--- config.mk ---
export PLATFORM = sky130hd
export DESIGN_NAME = seg_display_monitor
export DESIGN_NICKNAME = d
export VERILOG_FILES = /design/src/rtl/seg_display_monitor.sv
export SDC_FILE = /design/constraint.sdc
export NUM_CORES = 1
export LEC_CHECK = 0
export CELL_PAD_IN_SITES_DETAIL_PLACEMENT = 2
export CELL_PAD_IN_SITES_GLOBAL_PLACEMENT = 2
export CORE_MARGIN = 10
export CORE_UTILIZATION = 40
export DETAILED_ROUTE_END_ITERATION = 10
export GPL_TIMING_DRIVEN = 0
export PLACE_DENSITY_LB_ADDON = 0.1
export SYNTH_ARGS = -nofsm -noshare
export SYNTH_HDL_FRONTEND = slang
export SYNTH_SLANG_ARGS = --single-unit
--- constraint.sdc ---
create_clock -name clk -period 5.2 [get_ports clk]
set_clock_uncertainty 0.05 [all_clocks]
set_input_delay 1.04 -clock clk [delete_from_list [all_inputs] [get_ports clk]]
set_output_delay 1.04 -clock clk [all_outputs]
set_load 0.005 [all_outputs]
--- src/rtl/seg_display_monitor.sv ---
// Receiver for the multiplexed seven-segment bus: filters scanned anode/segment
// lines, decodes each stable digit back to a hex nibble and reports full frames.
module seg_display_monitor #(
    parameter int unsigned STABLE_CYCLES = 4
) (
    input  logic        clk,
    input  logic        rst_n,
    input  logic [3:0]  an,
    input  logic [6:0]  seg,
    input  logic        dp,
    output logic [15:0] digits,
    output logic [3:0]  dps,
    output logic [3:0]  blank,
    output logic        frame_done,
    output logic        changed,
    output logic        seg_err,
    output logic        an_err
);

    localparam logic [7:0] N = 8'(STABLE_CYCLES);

    typedef enum logic [1:0] {IDLE, COUNT, HELD} state_t;

    logic [3:0]  an_q, an_p;
    logic [6:0]  seg_q, seg_p;
    logic        dp_q, dp_p;
    state_t      state_q, state_d;
    logic [7:0]  cnt_q, cnt_d;
    logic [15:0] digits_q, digits_d;
    logic [3:0]  dps_q, dps_d, blank_q, blank_d, seen_q, seen_d;
    logic [23:0] snap_q, snap_d;
    logic        snap_vld_q, snap_vld_d;
    logic        frame_done_q, frame_done_d, changed_q, changed_d;
    logic        seg_err_q, seg_err_d, an_err_q, an_err_d;

    logic        same, hit, onehot, cap, legal, is_blank;
    logic [1:0]  pos;
    logic [3:0]  nib;

    always_comb begin
        same  = {an_q, seg_q, dp_q} == {an_p, seg_p, dp_p};
        cnt_d = same ? ((cnt_q >= N) ? N : cnt_q + 8'd1) : 8'd1;
        // a saturated counter on an unchanged sample is the same interval, not a new hit
        hit   = (cnt_d == N) && !(same && cnt_q == N);

        onehot = 1'b1;
        pos    = 2'd0;
        case (an_q)
            4'b1110: pos = 2'd0;
            4'b1101: pos = 2'd1;
            4'b1011: pos = 2'd2;
            4'b0111: pos = 2'd3;
            default: onehot = 1'b0;
        endcase

        legal    = 1'b1;
        is_blank = 1'b0;
        nib      = 4'h0;
        case (seg_q)
            7'h40: nib = 4'h0;
            7'h79: nib = 4'h1;
            7'h24: nib = 4'h2;
            7'h30: nib = 4'h3;
            7'h19: nib = 4'h4;
            7'h12: nib = 4'h5;
            7'h02: nib = 4'h6;
            7'h78: nib = 4'h7;
            7'h00: nib = 4'h8;
            7'h10: nib = 4'h9;
            7'h08: nib = 4'hA;
            7'h03: nib = 4'hB;
            7'h46: nib = 4'hC;
            7'h21: nib = 4'hD;
            7'h06: nib = 4'hE;
            7'h0E: nib = 4'hF;
            7'h7F: begin legal = 1'b0; is_blank = 1'b1; end
            default: legal = 1'b0;
        endcase

        cap = 1'b0;
        if (!onehot) begin
            state_d = IDLE;
        end else if (hit) begin
            cap     = 1'b1;
            state_d = HELD;
        end else if (state_q == HELD && same) begin
            state_d = HELD;
        end else begin
            state_d = COUNT;
        end
        an_err_d = !onehot && (an_q != 4'hF) && hit;

        frame_done_d = (seen_q == 4'hF);
        changed_d    = frame_done_d && (!snap_vld_q || ({digits_q, dps_q, blank_q} != snap_q));
        snap_d       = frame_done_d ? {digits_q, dps_q, blank_q} : snap_q;
        snap_vld_d   = snap_vld_q | frame_done_d;

        // the frame clear comes first so a coincident capture survives it
        seen_d    = frame_done_d ? 4'h0 : seen_q;
        digits_d  = digits_q;
        dps_d     = dps_q;
        blank_d   = blank_q;
        seg_err_d = 1'b0;
        if (cap) begin
            if (legal || is_blank) begin
                if (legal) digits_d[{pos, 2'b00} +: 4] = nib;
                blank_d[pos] = is_blank;
                dps_d[pos]   = !dp_q;
                seen_d[pos]  = 1'b1;
            end else begin
                seg_err_d = 1'b1;
            end
        end
    end

    always_ff @(posedge clk or negedge rst_n) begin
        if (!rst_n) begin
            an_q         <= 4'hF;
            seg_q        <= 7'h7F;
            dp_q         <= 1'b1;
            an_p         <= 4'hF;
            seg_p        <= 7'h7F;
            dp_p         <= 1'b1;
            state_q      <= IDLE;
            cnt_q        <= 8'd0;
            digits_q     <= 16'h0;
            dps_q        <= 4'h0;
            blank_q      <= 4'hF;
            seen_q       <= 4'h0;
            snap_q       <= 24'h0;
            snap_vld_q   <= 1'b0;
            frame_done_q <= 1'b0;
            changed_q    <= 1'b0;
            seg_err_q    <= 1'b0;
            an_err_q     <= 1'b0;
        end else begin
            an_q         <= an;
            seg_q        <= seg;
            dp_q         <= dp;
            an_p         <= an_q;
            seg_p        <= seg_q;
            dp_p         <= dp_q;
            state_q      <= state_d;
            cnt_q        <= cnt_d;
            digits_q     <= digits_d;
            dps_q        <= dps_d;
            blank_q      <= blank_d;
            seen_q       <= seen_d;
            snap_q       <= snap_d;
            snap_vld_q   <= snap_vld_d;
            frame_done_q <= frame_done_d;
            changed_q    <= changed_d;
            seg_err_q    <= seg_err_d;
            an_err_q     <= an_err_d;
        end
    end

    assign digits     = digits_q;
    assign dps        = dps_q;
    assign blank      = blank_q;
    assign frame_done = frame_done_q;
    assign changed    = changed_q;
    assign seg_err    = seg_err_q;
    assign an_err     = an_err_q;

endmodule

Word-level counts from Yosys, hierarchy flattened
Cells that the tools add are included.

Bits of input ports: 14. Bits in registers: 89.

Reduce and logical (&&, ||, !) cells: 17. Multiplexer cells: 19. Add/sub/neg operators: 2. Shift operators: 2. Equal/unequal tests: 26. Bitwise gates (word level): 2. Magnitude comparators: 3.

Operator list (count): one-hot mux 4 bit (15 select lines) (1); equality test 7 bit (second input constant) (5); inequality test 24 bit (1); equality test 7 x 5 -> 1 bit (second input constant) (3); equality test 7 x 6 -> 1 bit (second input constant) (3); bitwise mux 16 bit (1); equality test 4 bit (second input constant) (4); equality test 8 x 3 -> 1 bit (second input constant) (2); two-way mux 8 bit (2); OR reduction 16 bit (1); variable shift 4 x 6 -> 16 bit (first input constant) (1); indexed part select 4 x 6 -> 16 bit (1); equality test 7 x 2 -> 1 bit (second input constant) (2); equality test 7 x 4 -> 1 bit (second input constant) (2); equality test 12 bit (1); two-way mux 4 bit (3); adder 8 x 1 -> 8 bit (second input constant) (1); bitwise mux 4 bit (2); >= comparator 8 x 3 -> 1 bit (second input constant) (1); two-way mux 1 bit (8); equality test 7 x 3 -> 1 bit (second input constant) (1); logical NOT 7 bit (1); logical AND 1 bit (6); negation 4 -> 6 bit (1); 13 further kinds (17).

Logic depth before layout (Yosys ltp)
Gate-level depths: netlist (run 1).

Word-level depth: 9. Depth in mapped cells: 8.

Least setup slack after synthesis (run 1)
Ideal clock, no wire load.

Path type: reg2reg. Start point: register seg_q[5]. End point: register digits_q[0] (netlist: digits[0]). Required time: 5025 ps. Path slack: 2890 ps. Setup time: 125 ps. Arrival: 2136 ps. Path buffers: 1. Stages on the path, launching flop included: 8. Cells stage by stage: dfstp_2 > buf_2 > xor2_1 > nor4_1 > nand3_1 > a311oi_4 > nand2_1 > mux2_2.

Longest elaborated chain between the ends: 7.

Ends and longest elaborated chain: from (decl) (line 25) `logic [6:0] seg_q, seg_p;`; from (signal assigned) (line 138) `seg_q <= seg;`; equality test 12 bit (line 41) `same = {an_q, seg_q, dp_q} == {an_p, seg_p, dp_p};`; two-way mux 8 bit / logical AND 1 bit (equally long branches) (line 42, 44); equality test 8 x 3 -> 1 bit / logical NOT 1 bit (equally long branches) (line 44) `hit = (cnt_d == N) && !(same && cnt_q == N);`; logical AND 1 bit (line 44); two-way mux 1 bit (line 83) `end else if (hit) begin`; two-way mux 1 bit (line 81) `if (!onehot) begin`; AND reduction 3 bit (no line); to (signal assigned) (line 145) `digits_q <= digits_d;`; to (decl) (line 29) `logic [15:0] digits_q, digits_d;`.

Several ways; a longest one is shown, not always the timed one. A chain may end at the register's enable or synchronous reset.

Worst setup path in the final report (run 1)
Start point: register seg_q[5]. End point: register digits_q[2] (netlist: digits[2]).

Same word-level chain as after synthesis.

==> out/results.tsv, run 1 <==
metric	value	unit
Finished Layout Cells	586	
P&R area growth vs syn	20.09	%
share of layout cells above drive strength 1	0.1589	
met2 routed WL	5838	um
clk slew on worst S/H paths	0.08	ns
Resized cells post-CTS	0	
n_diodes	0	
Max-Cap Viols	0	
drt pass-1 iters	4	
crit start category	flop	
RSZ-0062 raised after global routing	false	
initial antenna violation count	0	
post-synthesis cell area	4116	um^2
count of different cell masters after synthesis	45	
via/cell ratio	5.172	
Final period util	0.5483	
Yosys warning count	0	
slew margin rel.	0.5529	
WL met1	4748	um
routed len/inst	18.84	um
Critical Path End Type	flop	
GPL Wtd Cong	0.8145	
status	finished clean	
DRT Wirelength	11040	um
Max H-tree Level	3	
Cells after DPL	570	
register area	2262	um^2
clk_lat worst skew	0.36	ns
Horiz. Die Dim	121.4	um
most area-hungry cell type in the Yosys netlist	dfrtp_1	
worst vdd ir	132.3	uV
Bufs on Longest Clock Path	2	
Vias	3031	
Worst Max-Slew Pin Slew	0.6645	ns
Crit Path Category	flop to flop	
initial DRC count	142	
PortBufs	41	
antenna-violating nets left	0	
die height	121.4	um
Initial Util	0.4154	
DRC Markers	0	
total CTS buffers	9	
number of synthesized flops with an enable pin	0	
area of the multi-input gates	1743	um^2
Primary FF master, synth	dfrtp_1	
fin nets	471	
Achievable Freq	350.7	MHz
Final Critical Period	2.851	ns
P_leak	2.224	nW
Synth area leaders	dfrtp_1 37%, dfstp_2 18%, nand2_1 7.9%, xnor2_1 5.3%, mux2_2 4.4%	
Fin. Hold Viols	0	
pin count of the biggest net entering global routing	47	
die area	14750	um^2
post-synthesis sequential area ratio	0.5495	
core area	9910	um^2
PwrDens	267.1	nW/um^2
Final Worst Setup Slack	2.349	ns
vias in the first global route	3497	
CTS tree	built	
Ports	42	
uppermost routed layer	met4	
synthesized area per cell	10.53	um^2
FP Rows	36	
Synth top area share	0.3708	
fillcell total	1026	
global-route usage over all layers	0.1584	
number of synthesized register bits	89	
worst-path maximum fanout	10	
total power	1.320	mW
FFs w/ async S/R, synth	1.000	
postcts setup bufs	0	
Post-DP HPWL	8177	um
CTS Root Cell	clkbuf_8	
first-pass GRT wire length	18600	um
Mapped Cells	391	
# hold bufs at CTS	0	
Min-Delay Path Class	flop to flop	
Max Slew Vio Count	0	
global route overflow	0	
metal3 WL	295	um
arrival time of the worst setup path	3.05	ns
required time worst endpoint	5.40	ns
# clock sinks	89	
pre-CTS WS	2.365	ns
# setup viols final	0	
## layout by cell type, fill, tap and decap left out, types with 4 or more instances in the layout
cell type / count
a21oi_1: 10
clkbuf_8: 9
dfstp_2: 28
conb_1: 5
nand4_1: 7
inv_1: 12
dfrtp_1: 61
xnor2_1: 25
ha_1: 9
o21ai_0: 9
a22o_1: 4
mux2_2: 16
xor2_1: 15
clkbuf_1: 9
mux2i_1: 4
nor3_1: 11
nor4_1: 6
clkdlybuf4s50_1: 40
buf_2: 8
nand2_1: 87
nand3_1: 12
nor2_1: 17
nand2b_1: 5
## final cells by class
class                           count  share of cell area
Tap cell                          133             0.03366
Multi-Input combinational cell    277              0.3526
Inverter                           12            0.009112
Clock inverter                      6             0.01670
Buffer                             17             0.01645
Timing Repair Buffer               42             0.08808
Clock buffer                       10             0.02582
Sequential cell                    89              0.4576
## flip-flops by register name (all words and copies together) (netlist names)
| register | flops |
|---|---|
| an_err | 1 |
| an_p | 4 |
| an_q | 4 |
| blank | 4 |
| changed | 1 |
| cnt_q | 8 |
| digits | 16 |
| dp_p | 1 |
| dp_q | 1 |
| dps | 4 |
| frame_done | 1 |
| seen_q | 4 |
| seg_err | 1 |
| seg_p | 7 |
| seg_q | 7 |
| snap_q | 24 |
| snap_vld_q | 1 |
## where the power goes
| group | switching [mW] | internal [mW] |
|---|---|---|
| combinational | 0.0525 | 0.0324 |
| sequential | 0.00954 | 0.711 |
| clock | 0.246 | 0.268 |
## worst max-delay path, stage by stage, from the launching register on
cell	delay, ns
dfstp_2	0.60
buf_2	0.24
xor2_1	0.09
nor4_1	0.31
nand3_1	0.35
a311oi_4	0.51
nand2_1	0.25
mux2_2	0.33
## per-stage QoR
step                      hold slack, ns  utilization  instance area (um^2)  TNS (ns)
after floorplan                   0.3019            -                  4131         0
after global placement            0.3041       0.4751                  4708    -7.059
after detailed placement          0.3075       0.4777                  4733         0
after CTS                         0.3127       0.4989                  4943         0
after global routing              0.3081       0.4989                  4943         0
final                             0.3067       0.4989                  4943         0
## logic make-up after synthesis
kind of cell | after synthesis | share of synthesized area
multiplexers | 20 | 0.05350
other | 1 | 0.0009110
AO/OA/AOI/OAI | 36 | 0.06080
buffers and inverters | 29 | 0.03070
AND/OR/NAND/NOR | 166 | 0.1897
adder cells (fa/ha/maj) | 10 | 0.02979
flip-flops | 89 | 0.5495
XOR/XNOR | 40 | 0.08511
## final timing paths
path | startpoint | to | slack, ns | cells after the start
setup / recovery | seg_q[5] | digits[2] | 2.35 | 7
hold / removal | an_q[2] | an_p[2] | 0.31 | 0
setup reg to reg | seg_q[5] | digits[2] | 2.35 | 7
hold reg to reg | an_q[2] | an_p[2] | 0.31 | 0
max in group asynchronous | rst_n | blank[3] | 3.81 | 2
min in group asynchronous | rst_n | snap_q[4] | 0.61 | 1
## synth_stat cells, drive strengths merged, types with 9 or more instances
| cell | number |
|---|---|
| a21oi | 10 |
| buf | 9 |
| dfrtp | 61 |
| dfstp | 28 |
| ha | 9 |
| inv | 12 |
| mux2 | 16 |
| nand2 | 87 |
| nand3 | 12 |
| nor2 | 17 |
| nor3 | 11 |
| o21ai | 9 |
| xnor2 | 25 |
| xor2 | 15 |
## layer usage
layer  up-vias  track usage
met4         0      0.05887
li1       1418            -
met2        36       0.2784
met3        14      0.02839
met1      1563       0.1878
met5         -            0
Note: power is estimated with default switching activity, not from simulation.
==> run 2: changes to the inputs <==
--- a/config.mk
+++ b/config.mk
@@ -8,7 +8,7 @@
 export CELL_PAD_IN_SITES_DETAIL_PLACEMENT = 2
 export CELL_PAD_IN_SITES_GLOBAL_PLACEMENT = 2
 export CORE_MARGIN = 10
-export CORE_UTILIZATION = 40
+export CORE_UTILIZATION = 33
 export DETAILED_ROUTE_END_ITERATION = 10
 export GPL_TIMING_DRIVEN = 0
 export PLACE_DENSITY_LB_ADDON = 0.1
==> constraint.sdc (replaced) <==
create_clock -name clk -period 2.3 [get_ports clk]
set_clock_uncertainty 0.05 [all_clocks]
set_input_delay 0.46 -clock clk [delete_from_list [all_inputs] [get_ports clk]]
set_output_delay 0.46 -clock clk [all_outputs]
set_load 0.005 [all_outputs]
==> run 2 against run 1 <==
Net effect: routed wire length increased by 6.4%; highest routed layer unchanged; worst hold slack got worse by 0.29 ns; count of clock-buffer cells in the layout increased by 1; largest power group unchanged.
==> out/results.tsv, run 2 (synthesis gave the netlist of run 1 again) <==
metric	value	unit	change
status	finished clean		
Max Slew Vio Count	0		unchanged
hold slack	0.01903	ns	-0.2877 ns
post-route cell area	5564	um^2	+13%
Initial Util	0.3399		-0.07553
# clock sinks	89		unchanged
via/cell ratio	4.911		-5.0%
# hold bufs at CTS	0		unchanged
Vias	3158		+4.2%
global-route usage over all layers	0.1362		-0.02216
clk_lat worst skew	0.35	ns	about the same
Post-DP HPWL	8125	um	-0.63%
Critical Path End Type	flop		
vias in the first global route	3595		+2.8%
Critical Path, Cell by Cell	buf_6, xor2_2, nor4_2, nand3_2, a311oi_4, buf_6, nand2_4, mux2_2		
RSZ-0062 raised after global routing	true		
Max H-tree Level	3		unchanged
register area	2262	um^2	unchanged
P_leak	2.503	nW	+13%
critical path's top delay family	flip-flops		
crit start category	flop		
Min-Delay Path Class	input pin to async pin		
area post-placement	4810	um^2	+1.6%
Crit Path Category	flop to flop		
CTS Root Cell	clkbuf_16		
CTS tree	built		
core area	12110	um^2	+22%
drt pass-1 iters	4		unchanged
Fin. Hold Viols	0		unchanged
routed len/inst	18.28	um	-3.0%
Final period util	0.9996		+0.4513
Horiz. Die Dim	131.7	um	+8.4%
DRT Wirelength	11750	um	+6.4%
first-pass GRT wire length	19050	um	+2.4%
FP Rows	40		+11%
Buf/Inv on CP	2		+1
fin nets	493		+4.7%
max FFs per register	24		unchanged
PwrDens	629.3	nW/um^2	+140%
die area	17340	um^2	+18%
initial DRC count	163		+15%
clk slew on worst S/H paths	0.06	ns	-0.02 ns
CP peak stage delay	0.59	ns	about the same
worst-path maximum fanout	6		-4
slew margin rel.	0.6209		+0.06798
Achievable Freq	435.0	MHz	+24%
required time worst endpoint	2.48	ns	-2.92 ns
fillcell total	1269		+24%
# setup viols final	0		unchanged
arrival time of the worst setup path	2.48	ns	-0.57 ns
P&R area growth vs syn	35.17	%	
Final Critical Period	2.299	ns	-0.5521 ns
GPL Wtd Cong	0.7699		-5.5%
antenna-violating nets left	0		unchanged
Ports	42		unchanged
area of the multi-input gates	1962	um^2	+13%
share of layout cells above drive strength 1	0.2821		+0.1232
worst vdd ir	416.4	uV	+210%
pin count of the biggest net entering global routing	57		+21%
register name with the most flops	snap_q		
n_diodes	0		unchanged
highest-delay cell along the critical path	dfstp_2		
DRC Markers	0		unchanged
most frequent cells in the layout	80 x nand2_1, 61 x dfrtp_1, 40 x clkdlybuf4s50_1		
global route overflow	0		unchanged
Bufs on Longest Clock Path	2		unchanged
die height	131.7	um	+8.4%
initial antenna violation count	0		unchanged
Max-Cap Viols	0		unchanged
total CTS buffers	9		unchanged
PortBufs	41		unchanged
Worst Max-Slew Pin Slew	0.5687	ns	-0.09584 ns
Worst path most repeated cell	buf_6		
commonest non-fill, non-tap cell in the layout	nand2_1		
-- run 2: what timing repair did --
| item | in CTS | in global routing |
|---|---|---|
| gates resized for setup | 27 | 25 |
| endpoints found under the hold margin | 0 | 0 |
| buffers inserted | 9 | 15 |
| pin swaps | 5 | 8 |
| setup endpoints to repair | 28 | 27 |
-- run 2: final timing paths --
kind | startpoint | to | slack [ns] | cells after the start
setup / recovery | seg_q[5] | digits[9] | 0.0009 | 8
min in group clk | an_q[2] | an_p[2] | 0.32 | 0
hold reg to reg | an_q[2] | an_p[2] | 0.32 | 0
setup reg to reg | seg_q[5] | digits[9] | 0.0009 | 8
hold / removal | rst_n | snap_q[20] | 0.02 | 1
max in group asynchronous | rst_n | seg_p[1] | 1.49 | 2
-- run 2: metal layers --
layer / GRT usage / up-vias / wire, um / part of all wire
met4: 0.05686 / 0 / 183 / 0.016
met2: 0.2338 / 37 / 6256 / 0.53
li1: - / 1461 / - / -
met5: 0 / - / 0 / 0
met3: 0.02858 / 11 / 330 / 0.028
met1: 0.1613 / 1649 / 4981 / 0.42
-- run 2: layout make-up --
cell class,count,share of cell area
flip-flops and latches,89,0.4066
plain buffers,15,0.02069
well taps,168,0.03778
clock inverters,5,0.01394
inverters,12,0.008095
repair buffers,66,0.1149
clock buffers,11,0.04542
multi-input cells,277,0.3526
-- run 2: report_power, final --
part | total [mW] | switching, mW | internal [mW]
Clock | 1.61 | 0.603 | 1.01
Sequential | 1.63 | 0.0244 | 1.61
Combinational | 0.257 | 0.142 | 0.115
-- run 2: metrics by stage --
step | utilization | worst slack, ns | total power [mW] | instances | TNS, ns
floorplan | - | -0.002230 | 1.760 | 395 | -0.008921
global placement | 0.3950 | -2.588 | 1.847 | 604 | -208.23
detailed placement | 0.3971 | -0.5748 | 1.860 | 605 | -10.92
CTS | 0.4407 | -0.04797 | 3.518 | 629 | -0.4846
global route | 0.4594 | -0.1054 | 3.651 | 643 | -1.687
finish | 0.4594 | 0.0009359 | 3.501 | 643 | 0
